[src/rtl/ram_bus_arbiter.sv]
// ram_bus_arbiter: shares one RAM port between client 0 (CPU) and client 1 (VGA) with a watchdog
// Ports:
//   clk, rst                       clock, asynchronous active-high reset
//   cN_req/we/addr/wdata           client N request (held until cN_ack), direction, address, write data
//   cN_ack/err/rdata               one-cycle completion pulse, timeout flag, read data (0 for writes)
//   ram_req/we/addr/wdata          RAM request held for the whole transaction, with stable command
//   ram_done/rdata                 RAM completion and read data
//   busy, grant                    transaction in flight, owning client index
module ram_bus_arbiter #(
    parameter int ADDR_W     = 32,
    parameter int DATA_W     = 32,
    parameter int TIMEOUT    = 255,
    parameter int FIXED_PRIO = 0
) (
    input  logic              clk,
    input  logic              rst,
    input  logic              c0_req,
    input  logic              c0_we,
    input  logic [ADDR_W-1:0] c0_addr,
    input  logic [DATA_W-1:0] c0_wdata,
    output logic              c0_ack,
    output logic              c0_err,
    output logic [DATA_W-1:0] c0_rdata,
    input  logic              c1_req,
    input  logic              c1_we,
    input  logic [ADDR_W-1:0] c1_addr,
    input  logic [DATA_W-1:0] c1_wdata,
    output logic              c1_ack,
    output logic              c1_err,
    output logic [DATA_W-1:0] c1_rdata,
    output logic              ram_req,
    output logic              ram_we,
    output logic [ADDR_W-1:0] ram_addr,
    output logic [DATA_W-1:0] ram_wdata,
    input  logic              ram_done,
    input  logic [DATA_W-1:0] ram_rdata,
    output logic              busy,
    output logic              grant
);
    localparam int TW = TIMEOUT > 0 ? $clog2(TIMEOUT + 1) : 1;
    localparam logic [TW-1:0] T_LAST = TW'(TIMEOUT > 0 ? TIMEOUT - 1 : 0);
    typedef enum logic [1:0] {IDLE, WAIT, RESP} state_t;
    state_t state, state_n;
    logic last, last_n, win;
    logic [TW-1:0] timer, timer_n;
    logic req_n, we_n, busy_n, grant_n;
    logic [ADDR_W-1:0] addr_n;
    logic [DATA_W-1:0] wdata_n;
    logic [1:0] ack, ack_n, err, err_n;
    logic [DATA_W-1:0] rdata [2];
    logic [DATA_W-1:0] rdata_n [2];
    // round-robin only matters on contention: the client that did not win last time goes first
    assign win = FIXED_PRIO != 0 ? !c0_req : (c0_req && c1_req) ? !last : c1_req;
    assign c0_ack = ack[0];
    assign c1_ack = ack[1];
    assign c0_err = err[0];
    assign c1_err = err[1];
    assign c0_rdata = rdata[0];
    assign c1_rdata = rdata[1];
    always_comb begin
        state_n = state;
        last_n = last;
        timer_n = timer;
        req_n = ram_req;
        we_n = ram_we;
        addr_n = ram_addr;
        wdata_n = ram_wdata;
        busy_n = busy;
        grant_n = grant;
        ack_n = ack;
        err_n = err;
        rdata_n = rdata;
        case (state)
            IDLE: if (c0_req || c1_req) begin
                state_n = WAIT;
                req_n = 1'b1;
                busy_n = 1'b1;
                grant_n = win;
                last_n = win;
                timer_n = '0;
                we_n = win ? c1_we : c0_we;
                addr_n = win ? c1_addr : c0_addr;
                wdata_n = win ? c1_wdata : c0_wdata;
            end
            WAIT: begin
                timer_n = timer + 1'b1;
                // done wins over a coincident timeout; exiting at TIMEOUT-1 keeps the timer from wrapping
                if (ram_done || (TIMEOUT != 0 && timer == T_LAST)) begin
                    state_n = RESP;
                    req_n = 1'b0;
                    ack_n[grant] = 1'b1;
                    err_n[grant] = !ram_done;
                    rdata_n[grant] = (ram_done && !ram_we) ? ram_rdata : '0;
                end
            end
            default: begin
                state_n = IDLE;
                busy_n = 1'b0;
                ack_n = '0;
                err_n = '0;
            end
        endcase
    end
    always_ff @(posedge clk or posedge rst) begin
        if (rst) begin
            state <= IDLE;
            last <= 1'b1;
            timer <= '0;
            ram_req <= 1'b0;
            ram_we <= 1'b0;
            ram_addr <= '0;
            ram_wdata <= '0;
            busy <= 1'b0;
            grant <= 1'b0;
            ack <= '0;
            err <= '0;
            rdata[0] <= '0;
            rdata[1] <= '0;
        end else begin
            state <= state_n;
            last <= last_n;
            timer <= timer_n;
            ram_req <= req_n;
            ram_we <= we_n;
            ram_addr <= addr_n;
            ram_wdata <= wdata_n;
            busy <= busy_n;
            grant <= grant_n;
            ack <= ack_n;
            err <= err_n;
            rdata[0] <= rdata_n[0];
            rdata[1] <= rdata_n[1];
        end
    end
endmodule

[config.mk]
export PLATFORM = sky130hd
export DESIGN_NAME = ram_bus_arbiter
export DESIGN_NICKNAME = d
export VERILOG_FILES = /design/src/rtl/ram_bus_arbiter.sv
export SDC_FILE = /design/constraint.sdc
export NUM_CORES = 1
export LEC_CHECK = 0
export CORE_MARGIN = 4
export CORE_UTILIZATION = 40
export CTS_CLUSTER_DIAMETER = 120
export DETAILED_ROUTE_END_ITERATION = 10
export GPL_ROUTABILITY_DRIVEN = 1
export PLACE_DENSITY_LB_ADDON = 0.3
export RECOVER_POWER = 100
export SLEW_MARGIN = 15
export SYNTH_ARGS = -nofsm -noshare
export SYNTH_HDL_FRONTEND = slang
export SYNTH_SLANG_ARGS = --single-unit
export TNS_END_PERCENT = 30
[constraint.sdc]
create_clock -name clk -period 4.37 [get_ports clk]
set_input_delay 0.6555 -clock clk [delete_from_list [all_inputs] [get_ports clk]]
set_output_delay 0.6555 -clock clk [all_outputs]
set_load 0.01 [all_outputs]
# Yosys cells after proc, flatten, opt, wreduce, memory -nomap -nowiden
# Cells that the tools add are included.
# word_totals
reg_bits,147
in_bits,167
output_inout_bits,136
wordCells,68
# op_classes
n_addsub,1
n_lt_le_gt_ge,4
eq_ne,4
n_mux,24
bitwise_logic,4
reduce_logical,18
# ops
operator,count
32-bit 2-to-1 mux,4
64-bit bitwise mux,1
32-bit demux with 1-bit select,1
8-bit case mux with 2 select lines,1
2-bit case mux with 2 select lines,3
2-bit AND reduction,6
8-bit by 1-bit adder with 8-bit output (second input constant),1
8-bit == test (second input constant),1
2-bit 2-to-1 mux,4
8-bit 2-to-1 mux,1
1-bit 2-to-1 mux,5
1-bit logical AND,4
2-bit != test (second input constant),2
1-bit case mux with 2 select lines,2
1-bit logical NOT,3
3-bit AND reduction,1
2-bit bitwise mux,1
2-bit by 1-bit == test with 1-bit output (second input constant),1
2-bit greater-or-equal comparator (second input constant),1
2-bit logical NOT,1
1-bit logical OR,2
1-bit by 2-bit less-than comparator with 1-bit output (second input constant),1
2-bit by 1-bit less-than comparator with 1-bit output (second input constant),1
1-bit NOT,2
5 further kinds,5

# Depth between registers and ports, before layout
# logic_depth
word_depth,7
ltp_mapped,7
ltp_nobuf,5

# Worst setup path before layout
# No wires, ideal clock.
# synth_timing
path_type,input -> register
startpoint,in c1_req
endpoint,reg ram_wdata[10]
setup_ns,0.125
arrival_ns,1.743
required_ns,4.245
path_slack_ns,2.502
cell_stages,5
n_path_buf,2
path_cell_list,a21boi_1 > buf_6 > buf_6 > mux2_1 > mux2_2
# synth_via
elab_chain_len,3
word_cells_on_any_way,5
cone_classes,mux (2); reduce/logical (3)
# synth_rtl
element,line,text
start: declaration,24,"input logic c1_req,"
1-bit logical AND,53,assign win = FIXED_PRIO != 0 ? !c0_req : (c0_req && c1_req) ? !last : c1_req;
1-bit 2-to-1 mux,53,
32-bit 2-to-1 mux,83,wdata_n = win ? c1_wdata : c0_wdata;
end signal: assignment,126,ram_wdata <= wdata_n;
end: declaration,34,"output logic [DATA_W-1:0] ram_wdata,"
# Parallel ways exist; a longest one is shown, timed or not.
# A chain may end at the register's enable or synchronous reset.

# Final worst setup path
# layout_timing
startpoint,in c1_req
endpoint,reg ram_wdata[31]
# Same word-level chain as after synthesis.

==> impl_metrics.ini <==
[worst_setup_path]
arrival_ps = 3330
timing.rr.start = state[0]
critPathLaunchType = input pin
worstPathCellList = dlygate4sd3_1, nor2_1, nor2_4, clkbuf_2, mux2_2
startpoint = c1_req
crit_type = input pin to register
crit_fanout = 69
cp-end-kind = register
crit_required_ps = 4660
slowest_delay_ps = 1260
crit_slowest_cell = clkbuf_2

[timing]
fin_skew_ps = 10.6
rsz0062_at_grt = no
setup_viol = 0
worstMarginPinSlew_ps = 2190
setup_ws_ps = 1330
drv_slew = 168
period_share = 0.696
fin_tns_setup_ps = 0
period_needed_ps = 3040
relSlewSlack = -0.460
fmax_ghz = 0.329
hold_viol = 0

[floorplanning]
core.rowCount = 49
io_pins = 303
core_region_area_mm2 = 0.0182
die_h_um = 145
die_area_mm2 = 0.0210
die_w_um = 145
initial_utilization = 0.411

[yosys]
syn_nets = 785
ys_seq_area_frac = 0.491
synth_xor_area_frac = 0.00351
ys.flop_type = dfrtp_1
synth_simple_gate_area_frac = 0.113
synth_cells = 616
synth_cell_types = 46
synth_area_mm2 = 0.00749
async_flop_share = 1.00
synth_top_family_by_area = multiplexers
synth-adder-area-share = 0.00334
postSynthAreaPerCell_um2 = 12.2
synth.area.mux_share = 0.282
synth-compound-area-share = 0.0695
synth-edff-count = 0
ys_ff_latch = 147
yosys_warnings = 0

[cts]
cts_buffers = 17
cts_resized = 0
cts_max_level = 4
clock_path_buffers = 2
cts_root_buf = clkbuf_16
clk-insertion-delay-late_ps = 410
cts.sinks = 147
postCtsHoldBufs = 0
cts_tree = built
path_clk_slew_ps = 60
cts_setup_buffers = 0

[pwr]
power.leakage_uw = 0.00450
ir_worst_vdd_uv = 299
p_per_area_mw_per_mm2 = 646

[placement]
dp_hpwl_um = 15300
portBuffers = 302
place_area_mm2 = 0.0107
pre_cts_ws_ps = 1550
place_congestion = 0.834

[final_layout]
diodes = 0
fin_nets = 1067
fin_area_mm2 = 0.0113
drive_gt1_frac = 0.150
area_growth_pct = 51.1

[drt]
drt-initial-drc-count = 237
totalWireLength_um = 21600
drcViolationCount = 0
avgViaCountPerCell = 5.11
ant_nets = 0
vias = 5821
first_pass_iters = 5
wl_per_cell_um = 18.9

[hold_path]
hold_start = busy
holdCritPathClass = register to register

[run]
cap_violations = 3

[grt]
track_usage = 0.201
grt-ovfl-total = 0
antenna_found_initial = 1
first_global_vias = 6036
grt_max_degree = 78
grt_pass1_wl_um = 32900

[status]
status = finished, violations left
violations = capacitance limit, slew limit
power by group:
| group | internal, uW | switching [uW] | total (uW) |
|---|---|---|---|
| registers | 1990 | 435 | 2430 |
| logic | 1810 | 1410 | 3220 |
| clock network | 1080 | 580 | 1660 |
worst max-delay path: cells and delay by family:
family                 cells  cell delay (ps)
buffers and inverters      2             1880
muxes                      1              450
and+or+nand+nor            2              260
per-stage QoR:
stage	std cells	utilization	hold slack [ps]	total power [uW]
3_5_place_dp	1108	0.585	484	5930
6_report	1140	0.621	489	7310
5_1_grt	1140	0.621	505	7770
3_3_place_gp	1108	0.585	469	5860
4_1_cts	1140	0.622	503	7640
2_1_floorplan	616	-	454	4170
flip-flops by register name, summed over array words and instances (netlist names), 2 cells and up:
name / flops
state: 2
ram_wdata: 32
ram_addr: 32
ack: 2
timer: 8
c1_rdata: 32
c0_rdata: 32
err: 2
metal layers:
layer  part of all wire  up-vias  GRT usage
li1                   -     2765          -
met1               0.42     2795      0.252
met2               0.46      228      0.317
met3              0.094       31     0.0769
met4              0.024        2     0.0717
met5            0.00060        -          0
cell families (layout without fill, tap and decap cells):
logic type | after synthesis | in the layout
xor gates and xnor gates | 3 | 3
AOI/OAI and AO/OA | 93 | 93
DFF | 147 | 147
and+or+nand+nor | 125 | 125
adders and majority gates | 2 | 2
buffers and inverters | 51 | 346
muxes | 195 | 195
synth_stat cells, types with 2 or more instances:
cell | count | area (um2)
a21o_1 | 2 | 15.0
ha_1 | 2 | 25.0
mux2_2 | 91 | 1020
mux2_1 | 39 | 439
and3b_1 | 33 | 289
buf_2 | 13 | 65.1
dfrtp_1 | 146 | 3650
o211ai_1 | 2 | 15.0
clkbuf_1 | 19 | 71.3
buf_6 | 5 | 56.3
mux2i_1 | 65 | 651
o311a_1 | 2 | 20.0
nand2b_1 | 65 | 407
nor2b_1 | 2 | 12.5
clkbuf_2 | 5 | 25.0
a31oi_1 | 3 | 18.8
o21ai_0 | 70 | 350
nor2_1 | 5 | 18.8
nand3_1 | 5 | 25.0
nand2_1 | 4 | 15.0
xor2_1 | 3 | 26.3
inv_1 | 3 | 11.3
buf_4 | 6 | 45.0
o22ai_1 | 2 | 12.5
a21oi_1 | 3 | 15.0
layout make-up:
class	instances	area (um2)
fillers	1481	6890
clock buffers	22	484
multi-input cells	418	3560
inverters	3	12.5
repair buffers	311	3100
flip-flops and latches	147	3680
clock inverters	10	193
well taps	229	287
path summary, 6_finish.rpt:
check | slack, ps | endpoint | cells after the start
setup / recovery | 1330 | ram_wdata[31] | 5
hold / removal | 490 | busy | 1
setup reg to reg | 1400 | ram_wdata[31] | 4
hold reg to reg | 490 | busy | 1
max in group asynchronous | 1490 | ram_addr[20] | 3
min in group asynchronous | 840 | ram_wdata[11] | 2
placed cells by master (no fill, tap or decap), drive strengths merged, types with 2 or more instances in the layout:
cell,synthesis,final
o211ai,2,2
o21ai,70,70
clkbuf,24,26
nor2b,2,2
ha,2,2
buf,24,6
nand2b,65,65
nand3,5,5
mux2,130,130
mux2i,65,65
a21o,2,2
clkdlybuf4s50,0,163
o311a,2,2
clkinvlp,0,2
a31oi,3,3
inv,3,5
nor2,6,6
xor2,3,3
or2,2,2
bufinv,0,5
a21oi,3,3
and3b,33,33
dlygate4sd3,0,138
nand2,4,4
o22ai,2,2
dfrtp,146,146
Power figures use the tool's default switching activity.
